## src/rtl/mdu_iter.sv

```systemverilog
// mdu_iter - iterative RV32M multiply/divide unit.
//
// Executes one MUL/MULH/MULHSU/MULHU/DIV/DIVU/REM/REMU operation at a time.
// Multiplies use radix-2 shift-add and divides use restoring division. Both
// work on operand magnitudes, one bit per cycle over 32 cycles, and the sign
// is applied when the unit enters DONE. Divide-by-zero and signed overflow
// bypass the iteration and finish one cycle after accept.
//
// Ports:
//   clk, rst_n       clock (rising edge), asynchronous active-low reset
//   md_valid         operation offered by ID/EX (accepted only when idle)
//   md_op            funct3 of the M-extension instruction
//   md_rs1_data      operand A (dividend / multiplicand)
//   md_rs2_data      operand B (divisor / multiplier)
//   md_rd            destination register index
//   busy_to_stall    unit owns an operation
//   finish_to_stall  one-cycle result-valid pulse
//   rd_to_stall      rd of the in-flight / last operation
//   md_result        result, held until the next operation completes
//   md_wb_en         finish with a non-zero rd
//
// Optional feature macro: ZCRV_MDU_FAST_MUL_EN
//   When defined, the four multiply ops use a single-cycle multiplier and
//   complete one cycle after accept. Divides are unaffected.

`ifndef ZCRV_REG_SIZE
`define ZCRV_REG_SIZE 5
`endif

module mdu_iter #(
    parameter int XLEN  = 32,
    parameter int CNT_W = 5
) (
    input  logic                      clk,
    input  logic                      rst_n,
    input  logic                      md_valid,
    input  logic [2:0]                md_op,
    input  logic [XLEN-1:0]           md_rs1_data,
    input  logic [XLEN-1:0]           md_rs2_data,
    input  logic [`ZCRV_REG_SIZE-1:0] md_rd,
    output logic                      busy_to_stall,
    output logic                      finish_to_stall,
    output logic [`ZCRV_REG_SIZE-1:0] rd_to_stall,
    output logic [XLEN-1:0]           md_result,
    output logic                      md_wb_en
);

    localparam int RW = `ZCRV_REG_SIZE;

    localparam logic [2:0] OP_MUL    = 3'd0;
    localparam logic [2:0] OP_MULH   = 3'd1;
    localparam logic [2:0] OP_MULHSU = 3'd2;
    localparam logic [2:0] OP_MULHU  = 3'd3;
    localparam logic [2:0] OP_DIV    = 3'd4;
    localparam logic [2:0] OP_DIVU   = 3'd5;
    localparam logic [2:0] OP_REM    = 3'd6;
    localparam logic [2:0] OP_REMU   = 3'd7;

    localparam logic [CNT_W-1:0] CNT_LAST = CNT_W'(XLEN - 1);
    localparam logic [XLEN-1:0]  ALL_ONES = {XLEN{1'b1}};
    localparam logic [XLEN-1:0]  INT_MIN  = {1'b1, {(XLEN-1){1'b0}}};

    typedef enum logic [1:0] {
        ST_IDLE = 2'd0,
        ST_CALC = 2'd1,
        ST_DONE = 2'd2
    } state_t;

    state_t              state_r, state_nxt_s;
    logic [CNT_W-1:0]    cnt_r, cnt_nxt_s;
    logic [2:0]          op_r;
    logic                a_neg_r, b_neg_r;
    logic [XLEN-1:0]     opb_r;          // multiplicand for MUL, divisor for DIV
    logic [2*XLEN-1:0]   acc_r;          // {hi, lo}: product or {remainder, quotient}
    logic [RW-1:0]       rd_r;
    logic [XLEN-1:0]     result_r;
    logic                busy_r, finish_r, wb_en_r;

    logic                accept_s, skip_s, fast_s;
    logic                a_sgn_s, b_sgn_s, a_neg_s, b_neg_s;
    logic [XLEN-1:0]     a_mag_s, b_mag_s;
    logic                div_zero_s, div_ovf_s;
    logic [XLEN-1:0]     fast_res_s, acc_res_s, calc_res_s, result_nxt_s;
    logic [XLEN:0]       add_s, shl_s, sub_s;
    logic                ge_s;
    logic [2*XLEN-1:0]   iter_s, prod_fix_s;
    logic [XLEN-1:0]     quo_fix_s, rem_fix_s;
    logic [RW-1:0]       rd_nxt_s;

    assign accept_s = md_valid && (state_r == ST_IDLE);

    // Operand signedness and magnitudes for the incoming operation.
    always_comb begin
        a_sgn_s    = (md_op == OP_MULH) || (md_op == OP_MULHSU) ||
                     (md_op == OP_DIV)  || (md_op == OP_REM);
        b_sgn_s    = (md_op == OP_MULH) || (md_op == OP_DIV) || (md_op == OP_REM);
        a_neg_s    = a_sgn_s && md_rs1_data[XLEN-1];
        b_neg_s    = b_sgn_s && md_rs2_data[XLEN-1];
        a_mag_s    = a_neg_s ? (-md_rs1_data) : md_rs1_data;
        b_mag_s    = b_neg_s ? (-md_rs2_data) : md_rs2_data;
        div_zero_s = md_op[2] && (md_rs2_data == {XLEN{1'b0}});
        div_ovf_s  = ((md_op == OP_DIV) || (md_op == OP_REM)) &&
                     (md_rs1_data == INT_MIN) && (md_rs2_data == ALL_ONES);
    end

`ifdef ZCRV_MDU_FAST_MUL_EN
    logic [2*XLEN-1:0] fa_s, fb_s, fprod_s;

    // Single-cycle multiply; low 64 bits of the sign-extended product are
    // exact for every multiply variant.
    always_comb begin
        fa_s       = {{XLEN{a_sgn_s && md_rs1_data[XLEN-1]}}, md_rs1_data};
        fb_s       = {{XLEN{b_sgn_s && md_rs2_data[XLEN-1]}}, md_rs2_data};
        fprod_s    = fa_s * fb_s;
        fast_s     = !md_op[2];
        fast_res_s = (md_op == OP_MUL) ? fprod_s[XLEN-1:0] : fprod_s[2*XLEN-1:XLEN];
    end
`else
    assign fast_s     = 1'b0;
    assign fast_res_s = {XLEN{1'b0}};
`endif

    assign skip_s = div_zero_s || div_ovf_s || fast_s;

    // Result for operations that finish straight from the accept edge.
    always_comb begin
        acc_res_s = {XLEN{1'b0}};
        if (div_zero_s) begin
            acc_res_s = ((md_op == OP_DIV) || (md_op == OP_DIVU)) ? ALL_ONES : md_rs1_data;
        end else if (div_ovf_s) begin
            acc_res_s = (md_op == OP_DIV) ? INT_MIN : {XLEN{1'b0}};
        end else begin
            acc_res_s = fast_res_s;
        end
    end

    // One shift-add or restoring-divide step on the accumulator.
    always_comb begin
        add_s = {1'b0, acc_r[2*XLEN-1:XLEN]} + (acc_r[0] ? {1'b0, opb_r} : {(XLEN+1){1'b0}});
        shl_s = {acc_r[2*XLEN-1:XLEN], acc_r[XLEN-1]};
        ge_s  = (shl_s >= {1'b0, opb_r});
        sub_s = shl_s - {1'b0, opb_r};
        if (op_r[2]) begin
            iter_s = {(ge_s ? sub_s[XLEN-1:0] : shl_s[XLEN-1:0]), acc_r[XLEN-2:0], ge_s};
        end else begin
            iter_s = {add_s, acc_r[XLEN-1:1]};
        end
    end

    // Sign fix-up and result selection on the final iteration.
    always_comb begin
        prod_fix_s = (a_neg_r ^ b_neg_r) ? (-iter_s) : iter_s;
        quo_fix_s  = (a_neg_r ^ b_neg_r) ? (-iter_s[XLEN-1:0]) : iter_s[XLEN-1:0];
        rem_fix_s  = a_neg_r ? (-iter_s[2*XLEN-1:XLEN]) : iter_s[2*XLEN-1:XLEN];
        case (op_r)
            OP_MUL:                        calc_res_s = prod_fix_s[XLEN-1:0];
            OP_MULH, OP_MULHSU, OP_MULHU:  calc_res_s = prod_fix_s[2*XLEN-1:XLEN];
            OP_DIV, OP_DIVU:               calc_res_s = quo_fix_s;
            OP_REM, OP_REMU:               calc_res_s = rem_fix_s;
            default:                       calc_res_s = {XLEN{1'b0}};
        endcase
    end

    // Next-state, counter and result selection.
    always_comb begin
        state_nxt_s  = state_r;
        cnt_nxt_s    = cnt_r;
        result_nxt_s = result_r;
        case (state_r)
            ST_IDLE: begin
                cnt_nxt_s = {CNT_W{1'b0}};
                if (md_valid) begin
                    if (skip_s) begin
                        state_nxt_s  = ST_DONE;
                        result_nxt_s = acc_res_s;
                    end else begin
                        state_nxt_s = ST_CALC;
                    end
                end else begin
                    state_nxt_s = ST_IDLE;
                end
            end
            ST_CALC: begin
                if (cnt_r == CNT_LAST) begin
                    state_nxt_s  = ST_DONE;
                    cnt_nxt_s    = {CNT_W{1'b0}};
                    result_nxt_s = calc_res_s;
                end else begin
                    cnt_nxt_s = cnt_r + {{(CNT_W-1){1'b0}}, 1'b1};
                end
            end
            ST_DONE: begin
                state_nxt_s = ST_IDLE;
            end
            default: begin
                state_nxt_s = ST_IDLE;
                cnt_nxt_s   = {CNT_W{1'b0}};
            end
        endcase
        rd_nxt_s = accept_s ? md_rd : rd_r;
    end

    // State, counter and registered handshake outputs.
    always_ff @(posedge clk or negedge rst_n) begin
        if (!rst_n) begin
            state_r  <= ST_IDLE;
            cnt_r    <= {CNT_W{1'b0}};
            result_r <= {XLEN{1'b0}};
            rd_r     <= {RW{1'b0}};
            busy_r   <= 1'b0;
            finish_r <= 1'b0;
            wb_en_r  <= 1'b0;
        end else begin
            state_r  <= state_nxt_s;
            cnt_r    <= cnt_nxt_s;
            result_r <= result_nxt_s;
            rd_r     <= rd_nxt_s;
            busy_r   <= (state_nxt_s != ST_IDLE);
            finish_r <= (state_nxt_s == ST_DONE);
            wb_en_r  <= (state_nxt_s == ST_DONE) && (rd_nxt_s != {RW{1'b0}});
        end
    end

    // Operand latch on accept, accumulator update while iterating.
    always_ff @(posedge clk or negedge rst_n) begin
        if (!rst_n) begin
            op_r    <= 3'd0;
            a_neg_r <= 1'b0;
            b_neg_r <= 1'b0;
            opb_r   <= {XLEN{1'b0}};
            acc_r   <= {(2*XLEN){1'b0}};
        end else if (accept_s) begin
            op_r    <= md_op;
            a_neg_r <= a_neg_s;
            b_neg_r <= b_neg_s;
            opb_r   <= md_op[2] ? b_mag_s : a_mag_s;
            acc_r   <= {{XLEN{1'b0}}, (md_op[2] ? a_mag_s : b_mag_s)};
        end else if (state_r == ST_CALC) begin
            acc_r <= iter_s;
        end else begin
            acc_r <= acc_r;
        end
    end

    assign busy_to_stall   = busy_r;
    assign finish_to_stall = finish_r;
    assign rd_to_stall     = rd_r;
    assign md_result       = result_r;
    assign md_wb_en        = wb_en_r;

endmodule
```

## config.mk

```make
export PLATFORM = sky130hd
export DESIGN_NAME = mdu_iter
export DESIGN_NICKNAME = d
export VERILOG_FILES = /design/src/rtl/mdu_iter.sv
export SDC_FILE = /design/constraint.sdc
export NUM_CORES = 1
export LEC_CHECK = 0
export CAP_MARGIN = 20
export CORE_ASPECT_RATIO = 1.75
export CORE_MARGIN = 4
export CORE_UTILIZATION = 40
export CTS_CLUSTER_DIAMETER = 30
export DETAILED_ROUTE_END_ITERATION = 16
export PLACE_DENSITY = 0.66
export SLEW_MARGIN = 20
export SYNTH_ARGS = -nofsm -noshare
export SYNTH_HDL_FRONTEND = slang
export SYNTH_SLANG_ARGS = --single-unit
export TNS_END_PERCENT = 100
```

## constraint.sdc

```tcl
create_clock -name clk -period 4.9 [get_ports clk]
set_input_delay 0.98 -clock clk [delete_from_list [all_inputs] [get_ports clk]]
set_output_delay 0.98 -clock clk [all_outputs]
set_load 0.005 [all_outputs]
```

# == Word level (Yosys, flattened, before mapping) ==
# Cells that the tools add are included.
# totals
romBits,0
ram_bits,0
output_inout_bits,40
elab_cells,97
latchBits,0
memories,0
inputBits,75
regBits,148
# classes
n_lt_le_gt_ge,1
n_div,0
n_mul,0
shifts,0
mux,28
reduce_logical,26
bitwise_logic,1
n_eq_ne,21
addsub,8
# ops
operator,count
32-bit 2-to-1 mux,15
64-bit 2-to-1 mux,4
32-bit negator,4
32-bit case mux with 4 select lines,1
32-bit == test (second input constant),2
64-bit negator,1
32-bit case mux with 2 select lines,1
32-bit by 32-bit adder with 33-bit output,1
33-bit by 32-bit greater-or-equal comparator with 1-bit output,1
32-bit logical NOT,1
32-bit subtractor,1
3-bit == test (second input constant),7
5-bit 2-to-1 mux,2
5-bit case mux with 2 select lines,1
3-bit by 2-bit == test with 1-bit output (second input constant),3
1-bit logical OR,8
1-bit logical AND,7
3-bit by 1-bit == test with 1-bit output (second input constant),2
2-bit 2-to-1 mux,3
2-bit inequality test (second input constant),3
2-bit nonzero test,3
5-bit by 1-bit adder with 5-bit output (second input constant),1
5-bit == test (second input constant),1
5-bit nonzero test,1
other kinds (9),11

# == Longest topological paths before layout ==
# Gate-level depths: netlist of the first run.
# logic_depth
depth_word,10
ltp_mapped,22
mapped_depth_nobuf,19

# == Worst setup path before layout of the first run ==
# Ideal clock, no wire load.
# synth_timing
kind,flip-flop to flip-flop
start,register acc_r[0]
end,"register result_r[27], in the netlist md_result[27]"
setup_ns,0.101
setup_slack_ns,0.501
n_path_buf,1
required_ns,4.799
path_stages_with_launch,18
period_less_slack_ns,4.399
arrival_ns,4.298
cell_sequence,dfrtp_1 clkbuf_1 and2_1 ha_1 inv_1 fa_1 nand2b_1 a21oi_1 o21ai_0 a31oi_1 mux2_2 a311oi_4 o21ai_2 a2111oi_4 nand2_1 or4_1 o21ba_1 o311ai_2
# synth_between
elab_chain_cells,8
elab_cells_between_ends,12
# synth_rtl
element,line_no,source
from (decl),74,logic [2*XLEN-1:0] acc_r;
from (signal assigned),231,acc_r <= {(2*XLEN){1'b0}};
from (signal assigned),237,"acc_r <= {{XLEN{1'b0}}, (md_op[2] ? a_mag_s : b_mag_s)};"
from (signal assigned),239,acc_r <= iter_s;
32-bit 2-to-1 mux,139,"add_s = {1'b0, acc_r[2*XLEN-1:XLEN]} + (acc_r[0] ? {1'b0, opb_r} : {(XLEN+1){1'b0}});"
32-bit by 32-bit adder with 33-bit output,139,
64-bit 2-to-1 mux (*),143,if (op_r[2]) begin
64-bit negator or 32-bit negator (tied branches),"152, 154",
64-bit 2-to-1 mux or 32-bit 2-to-1 mux (tied branches),"152, 154",
32-bit case mux with 4 select lines (*),155,case (op_r)
32-bit 2-to-1 mux (*),184,if (cnt_r == CNT_LAST) begin
32-bit case mux with 2 select lines (*),169,case (state_r)
to (signal assigned),208,result_r <= {XLEN{1'b0}};
to (signal assigned),216,result_r <= result_nxt_s;
to (decl),76,logic [XLEN-1:0] result_r;
# Mark *: on every way between the ends. The rest lies on a longest branch, timed or not. The select of a mux whose other input is x is not followed.
# A chain may end at the register's enable or synchronous reset.

# == Worst setup path after layout of the first run ==
# layout_timing
start,register acc_r[37]
end,"register result_r[30], in the netlist md_result[30]"
# layout_between
elab_chain_cells,8
elab_cells_between_ends,14
# layout_rtl
element,line_no,source
32-bit subtractor or 33-bit by 32-bit greater-or-equal comparator with 1-bit output (tied branches),"142, 141",
32-bit 2-to-1 mux,144,"iter_s = {(ge_s ? sub_s[XLEN-1:0] : shl_s[XLEN-1:0]), acc_r[XLEN-2:0], ge_s};"
64-bit 2-to-1 mux (*),143,
64-bit negator or 32-bit negator (tied branches),"152, 154",
64-bit 2-to-1 mux or 32-bit 2-to-1 mux (tied branches),"152, 154",
32-bit case mux with 4 select lines (*),155,
32-bit 2-to-1 mux (*),184,
32-bit case mux with 2 select lines (*),169,
# Marks and branches as above.

==> results.sh, run 1 <==
export IMPL_crit_cells=19
export IMPL_worstHoldPathType="in2async"
export IMPL_cp_common_cell="buf_4"
export IMPL_placed_area_um2=19200
export IMPL_die_h_um=276
export IMPL_cp_num_buf_inv=5
export IMPL_coreArea_um2=40800
export IMPL_antenna_found_initial=6
export IMPL_maxCapViolations=0
export IMPL_netSwitchingFraction_pct=55.7
export IMPL_design_area_um2=19900
export IMPL_nets=2569
export IMPL_ioPinCount=115
export IMPL_synthesis_area_um2=16500
export IMPL_final_max_slew_viol_count=0
export IMPL_drc=0
export IMPL_cts_root_buf="clkbuf_16"
export IMPL_cts_hold_buffers_added=0
export IMPL_wl_um=83300
export IMPL_die_area_um2=44600
export IMPL_synthArstFlopShare_pct=100
export IMPL_p_leak_uw=0.00801
export IMPL_vias=19200
export IMPL_synthMuxAreaShare_pct=3.09
export IMPL_rows=98
export IMPL_rsz0062_at_grt="true"
export IMPL_crit_family="compound AO/OA/AOI/OAI gates"
export IMPL_clkPwrFrac_pct=9.2
export IMPL_netlist_instances=2235
export IMPL_clkTransAtPathRegs_ns=0.07
export IMPL_hold_viol_final=0
export IMPL_grt_max_degree=77
export IMPL_fin_crit_ns=4.83
export IMPL_seq_power_share_pct=13.7
export IMPL_routabilityCongestion=1.09
export IMPL_grt_pass1_vias=19100
export IMPL_p_per_area_nw_per_um2=798
export IMPL_clock_path_buffers=2
export IMPL_synth_fp_nets=2383
export IMPL_drive_gt1_share_pct=13.4
export IMPL_period_share_pct=98.5
export IMPL_cp_startpoint="acc_r[37]"
export IMPL_yosys_top_cells_count="nand2_1, o21ai_0, a21oi_1, nor2_1, dfrtp_1"
export IMPL_yosysUniqueCellTypes=106
export IMPL_h_tree_depth=4
export IMPL_port_buffers=114
export IMPL_grt_usage_pct=36.6
export IMPL_synthSimpleGateAreaFrac_pct=23.7
export IMPL_finClkSkew_ns=0.0187
export IMPL_worstMarginPinSlew_ns=1.10
export IMPL_worstPathMaxFanout=15
export IMPL_grt_pass1_wl_um=122000
export IMPL_p_int_uw=7040
export IMPL_drt_iter0_drc=1897
export IMPL_synth_top_family_by_area="compound AO/OA/AOI/OAI gates"
export IMPL_critPathLaunchType="flip-flop"
export IMPL_crit_chain="ha_2 -> and3_1 -> nand3_1 -> a21oi_4 -> buf_4 -> o311ai_4 -> buf_4 -> a21oi_1 -> o2bb2ai_2 -> ha_1 -> inv_1 -> nor2_1 -> and4_1 -> buf_4 -> and3_1 -> a41oi_1 -> buf_4 -> mux2i_1 -> a21o_1"
export IMPL_yosysSeqAreaShare_pct=22.5
export IMPL_ir_worst_vdd_uv=331
export IMPL_status="completed"
export IMPL_net_switching_power_uw=8870
export IMPL_synth_most_common_cell="nand2_1"
export IMPL_insertion_delay_ns=0.48
export IMPL_synthTopCellsByArea="dfrtp_1, o21ai_0, a21oi_1"
export IMPL_required_ns=5.30
export IMPL_cts_tree="yes"
export IMPL_yosys_warnings=0
export IMPL_ys_seq_elements=148
export IMPL_synth_xor_area_share_pct=7.66
export IMPL_cp_end_kind="flip-flop"
export IMPL_start_util_pct=40.3
export IMPL_avgSynthCellArea_um2=7.37
export IMPL_total_power_uw=15900
export IMPL_yosys_area_top_type="dfrtp_1"
export IMPL_synth_top_area_share_pct=22.5
export IMPL_fin_util_pct=48.8
export IMPL_critPathKind="reg2reg"
export IMPL_rr_worst_depth=19
export IMPL_die_w_um=161
export IMPL_synth_compound_area_share_pct=31.9
export IMPL_slowest_delay_ns=0.48
export IMPL_hpwl_um=66600
export IMPL_firstDrtPassIters=6
export IMPL_comb_power_share_pct=77.1
export IMPL_synth_flop_cell="dfrtp_1"
export IMPL_drtAntennaViolNets=0
export IMPL_syn_to_final_growth_pct=21.0
export IMPL_timing_fmax_mhz=207
export IMPL_grt_overflow_total=0
export IMPL_synth_edf_count=0
export IMPL_cts_buffers=17
export IMPL_slowest_stage="dfrtp_2"
export IMPL_wl_per_cell_um=27.9
export IMPL_vias_per_cell=6.44
export IMPL_setup_viol=0
export IMPL_synthAdderAreaFrac_pct=5.64
export IMPL_slew_headroom_pct=26.5
export IMPL_numClockSinks=148
export IMPL_arrival_ns=5.23
export IMPL_rr_startpoint="acc_r[37]"
-- area by class of cell --
class	count	area, um^2
diodes	3	7.51
fillers	4080	20900
inverters	78	293
clock inverters	15	186
multi-input cells	1867	12000
flip-flops and latches	148	3710
repair buffers	309	2630
well taps	550	688
clock buffers	17	425
-- power groups by stage --
stage / Clock, uW / Combinational [uW] / Sequential (uW)
4_1_cts: 1460 / 11800 / 2160
3_5_place_dp: 0 / 11700 / 2180
2_1_floorplan: 0 / 7390 / 1970
6_report: 1460 / 12300 / 2180
3_3_place_gp: 0 / 11700 / 2160
5_1_grt: 1510 / 13000 / 2220
-- path summary, 6_finish.rpt --
| check | slack, ns | endpoint |
|---|---|---|
| worst max-delay path | 0.07 | md_result[30] |
| worst min-delay path | 0.48 | opb_r[26] |
| worst max register to register | 0.07 | md_result[30] |
| worst min register to register | 0.48 | cnt_r[3] |
| max in group asynchronous | 3.30 | md_result[25] |
| min in group clk | 0.48 | cnt_r[3] |
-- routing by layer --
layer	global-route usage [%]	part of all wire (%)	wire [um]	up-vias
li1	-	-	-	8658
met1	36.2	33	27500	9129
met2	63.9	49	41200	1026
met3	6.32	5.8	4830	429
met4	33.7	12	9750	4
met5	0	0.030	25	-
-- logic make-up (layout without fill, tap and decap cells) --
group	Yosys count	after routing
flops	148	148
xor+xnor	144	144
other cells	0	3
fa+ha+maj	73	73
buf+inv	220	419
mux	49	49
compound gates	816	816
simple gates	785	785
-- per-stage QoR --
step           hold WS, ns  setup slack [ns]  instances  TNS [ns]
3_3_place_gp         0.455           -0.0651       2950    -0.106
6_report             0.477            0.0723       2987         0
5_1_grt              0.526           -0.0127       2984   -0.0206
3_5_place_dp         0.473           -0.0320       2950   -0.0320
2_1_floorplan        0.437             0.501       2235         0
4_1_cts              0.486            0.0411       2982         0
-- sequential cells by signal, summed over array words and instances, names as in the netlist --
register and cells:
acc_r 64, md_result 32, opb_r 32, cnt_r 5, rd_to_stall 5, op_r 3
state_r 2, a_neg_r 1, b_neg_r 1, busy_to_stall 1, finish_to_stall 1, md_wb_en 1
-- timing repair --
| action | 4_1_cts | 5_1_grt |
|---|---|---|
| hold endpoints to repair | 0 | 0 |
| gates resized for setup | 1 | 18 |
| setup endpoints to repair | 1 | 14 |
| setup buffers | 0 | 2 |
| pin swaps | 0 | 2 |
-- cell usage in the layout, fill, tap and decap left out, types with 10 or more instances in the layout --
cell type | netlist | layout
a211oi_1 | 23 | 22
clkdlybuf4s50_1 | 0 | 112
a21o_1 | 27 | 27
ha_1 | 71 | 69
o31ai_1 | 31 | 31
dfrtp_1 | 148 | 146
a221oi_1 | 12 | 12
a21oi_1 | 196 | 193
o21a_1 | 21 | 21
and2_1 | 47 | 46
nand2b_1 | 17 | 16
nand3_1 | 62 | 60
nor3_1 | 60 | 59
mux2i_1 | 34 | 34
mux2_2 | 14 | 14
or2_2 | 11 | 11
a31oi_1 | 44 | 43
o22ai_1 | 31 | 30
o21bai_1 | 10 | 10
nand2_1 | 249 | 249
inv_1 | 75 | 75
buf_4 | 1 | 194
a22o_1 | 16 | 16
and3_1 | 20 | 20
nand4_1 | 37 | 37
nor2b_1 | 11 | 10
xnor2_1 | 83 | 82
clkbuf_16 | 0 | 17
nor2_1 | 164 | 163
or3_1 | 25 | 25
or4_1 | 13 | 13
o21ai_0 | 235 | 232
nor4_1 | 18 | 17
xor2_1 | 61 | 60
o211ai_1 | 40 | 40
Note: power is estimated with default switching activity, not from simulation.
==> run 2: changes to the inputs <==
Settings changed: CTS_CLUSTER_SIZE set to 20.
==> results of run 2 <==
Final layout, timing and power as in run 1 (identical DEF).
==> run 3: changes to the inputs <==
Settings changed: PLACE_DENSITY 0.66 to not set, PLACE_DENSITY_LB_ADDON set to 0.1.
==> run 3 against run 2 <==
  * Cell area is 1.3% higher
  * Die area stayed put
  * Global-route usage is 0.78 points higher
  * Wire length is 2.3% higher
  * Largest cell class unchanged
  * Clock power hardly changed
  * Worst setup slack better by 0.14 ns
  * Cell count is 0.64% higher
  * Sequential share of layout area is 0.25 points lower
  * First-iteration DRC count is 13% lower
  * Clock skew hardly changed
==> results.sh, run 3 (synthesized netlist as in run 1, its figures left out) <==
export IMPL_finClkSkew_ns=0.0184
export IMPL_hpwl_um=68800
export IMPL_slowest_delay_ns=0.46
export IMPL_hold_viol_final=0
export IMPL_final_cells=3006
export IMPL_largest_register="acc_r"
export IMPL_p_leak_uw=0.00814
export IMPL_numPlacedInstances=2972
export IMPL_critPathKind="reg2reg"
export IMPL_grt_max_degree=99
export IMPL_drc=0
export IMPL_die_area_um2=44600
export IMPL_period_share_pct=95.6
export IMPL_timing_fmax_mhz=213
export IMPL_numClockSinks=148
export IMPL_crit_chain="buf_4 -> and2_1 -> ha_1 -> a211oi_1 -> o21bai_1 -> or2_2 -> o221a_2 -> o32ai_1 -> a21oi_1 -> a211o_1 -> nor4_2 -> nand4_1 -> or4_1 -> o2111ai_1 -> o21ai_0"
export IMPL_slowest_stage="nor4_2"
export IMPL_port_buffers=114
export IMPL_finalSetupTns_ns=0
export IMPL_crit_family="compound AO/OA/AOI/OAI gates"
export IMPL_grt_met3_usage_pct=4.38
export IMPL_die_w_um=161
export IMPL_cp_num_buf_inv=1
export IMPL_cp_end_kind="flip-flop"
export IMPL_cts_root_buf="clkbuf_16"
export IMPL_total_power_uw=16300
export IMPL_cts_tree="yes"
export IMPL_clkTransAtPathRegs_ns=0.08
export IMPL_regToRegEndpoint="md_result[23]"
export IMPL_use_met2_pct=66.9
export IMPL_rr_startpoint="acc_r[0]"
export IMPL_coreArea_um2=40800
export IMPL_crit_cells=15
export IMPL_die_h_um=276
export IMPL_required_ns=5.23
export IMPL_antenna_found_initial=2
export IMPL_ioPinCount=115
export IMPL_grt_pass1_wl_um=125000
export IMPL_rows=98
export IMPL_h_tree_depth=4
export IMPL_critPathLaunchType="flip-flop"
export IMPL_final_common_cell="nand2_1"
export IMPL_start_util_pct=40.3
export IMPL_fin_hold_ws_ns=0.472
export IMPL_largest_reg_flops=64
export IMPL_drive_gt1_share_pct=14.3
export IMPL_routabilityCongestion=1.07
export IMPL_slew_headroom_pct=33.0
export IMPL_vias=19200
export IMPL_drt_iter0_drc=1650
export IMPL_drtAntennaViolNets=0
export IMPL_nets=2590
export IMPL_setup_viol=0
export IMPL_grt_usage_pct=37.3
export IMPL_r2r_slack_ns=0.22
export IMPL_fin_ws_ns=0.215
export IMPL_worstHoldPathType="reg2reg"
export IMPL_status="completed"
export IMPL_worstMarginPinSlew_ns=1.00
export IMPL_rsz0062_at_grt="false"
export IMPL_ir_worst_vdd_uv=442
export IMPL_worstPathMaxFanout=14
export IMPL_maxCapViolations=0
export IMPL_rr_worst_depth=15
export IMPL_arrival_ns=5.02
export IMPL_wl_per_cell_um=28.4
export IMPL_top_usage_layer="met2"
export IMPL_vias_per_cell=6.38
export IMPL_post_place_ws_ns=-0.0758
export IMPL_hold_depth=1
export IMPL_grt_use_met1_pct=38.6
export IMPL_clock_path_buffers=2
export IMPL_insertion_delay_ns=0.48
export IMPL_wl_um=85300
export IMPL_final_max_slew_viol_count=0
export IMPL_p_per_area_nw_per_um2=806
export IMPL_syn_to_final_growth_pct=22.5
export IMPL_cts_buffers=17
export IMPL_firstDrtPassIters=6
export IMPL_fin_crit_ns=4.68
export IMPL_grt_overflow_total=0
export IMPL_final_cell_mix="nand2_1, o21ai_0, buf_4, a21oi_1, nor2_1"
export IMPL_grt_pass1_vias=19100
export IMPL_cp_endpoint="md_result[23]"
export IMPL_cp_startpoint="acc_r[0]"
-- run 3: changes by cell type in the layout (fill, tap and decap cells not counted), moves of 2 or more --
| cell | delta |
|---|---|
| clkinv_8 | +2 |
| diode_2 | -2 |
| o21ai_0 | +2 |
| buf_12 | +6 |
| inv_6 | -2 |
| buf_4 | +15 |
| ha_1 | -2 |
| nand3_1 | +2 |
| nand3_2 | -2 |
-- run 3: worst reg2reg max path: stages, from the launching register on --
cell and delay (ns):
dfrtp_1 0.37, buf_4 0.18, and2_1 0.21, ha_1 0.37, a211oi_1 0.28, o21bai_1 0.24, or2_2 0.34, o221a_2 0.31
o32ai_1 0.39, a21oi_1 0.10, a211o_1 0.32, nor4_2 0.46, nand4_1 0.21, or4_1 0.45, o2111ai_1 0.12, o21ai_0 0.17
-- run 3: layout make-up --
type	instances	area (um^2)
Antenna cell	1	2.50
Clock buffer	17	425
Clock inverter	15	209
Fill cell	4182	20600
Inverter	78	294
Multi-Input combinational cell	1867	12000
Sequential cell	148	3710
Tap cell	550	688
Timing Repair Buffer	330	2860
-- run 3: how the worst min path moves through the flow --
stage,startpoint,to
floorplan,cnt_r[3],cnt_r[3]
global placement,cnt_r[3],cnt_r[3]
detailed placement,cnt_r[3],cnt_r[3]
CTS,cnt_r[3],cnt_r[3]
global route,cnt_r[3],cnt_r[3]
finish,cnt_r[3],cnt_r[3]
-- run 3: routing by layer --
layer / wire length [um] / vias to the layer above / share of wire (%)
met5: 0 / - / 0
li1: - / 8697 / -
met2: 43000 / 856 / 50
met3: 3840 / 332 / 4.5
met1: 29600 / 9288 / 35
met4: 8760 / 0 / 10
-- run 3: stage by stage --
stage	cell area, um^2	utilization, %
floorplan	16500	-
global placement	19500	47.6
detailed placement	19500	47.6
CTS	20100	49.2
global route	20200	49.4
finish	20200	49.4
-- run 3: where the power goes --
part | switching [uW] | internal (uW) | total (uW)
Clock | 690 | 786 | 1480
Sequential | 536 | 1650 | 2190
Combinational | 7800 | 4800 | 12600
Total | 9020 | 7240 | 16300
-- run 3: repair_timing --
item                       in CTS  in global routing
setup endpoints to repair       3                 25
gates resized for setup         1                 20
hold buffers                    0                  0
buffers inserted                1                  0
pin swaps                       1                  1
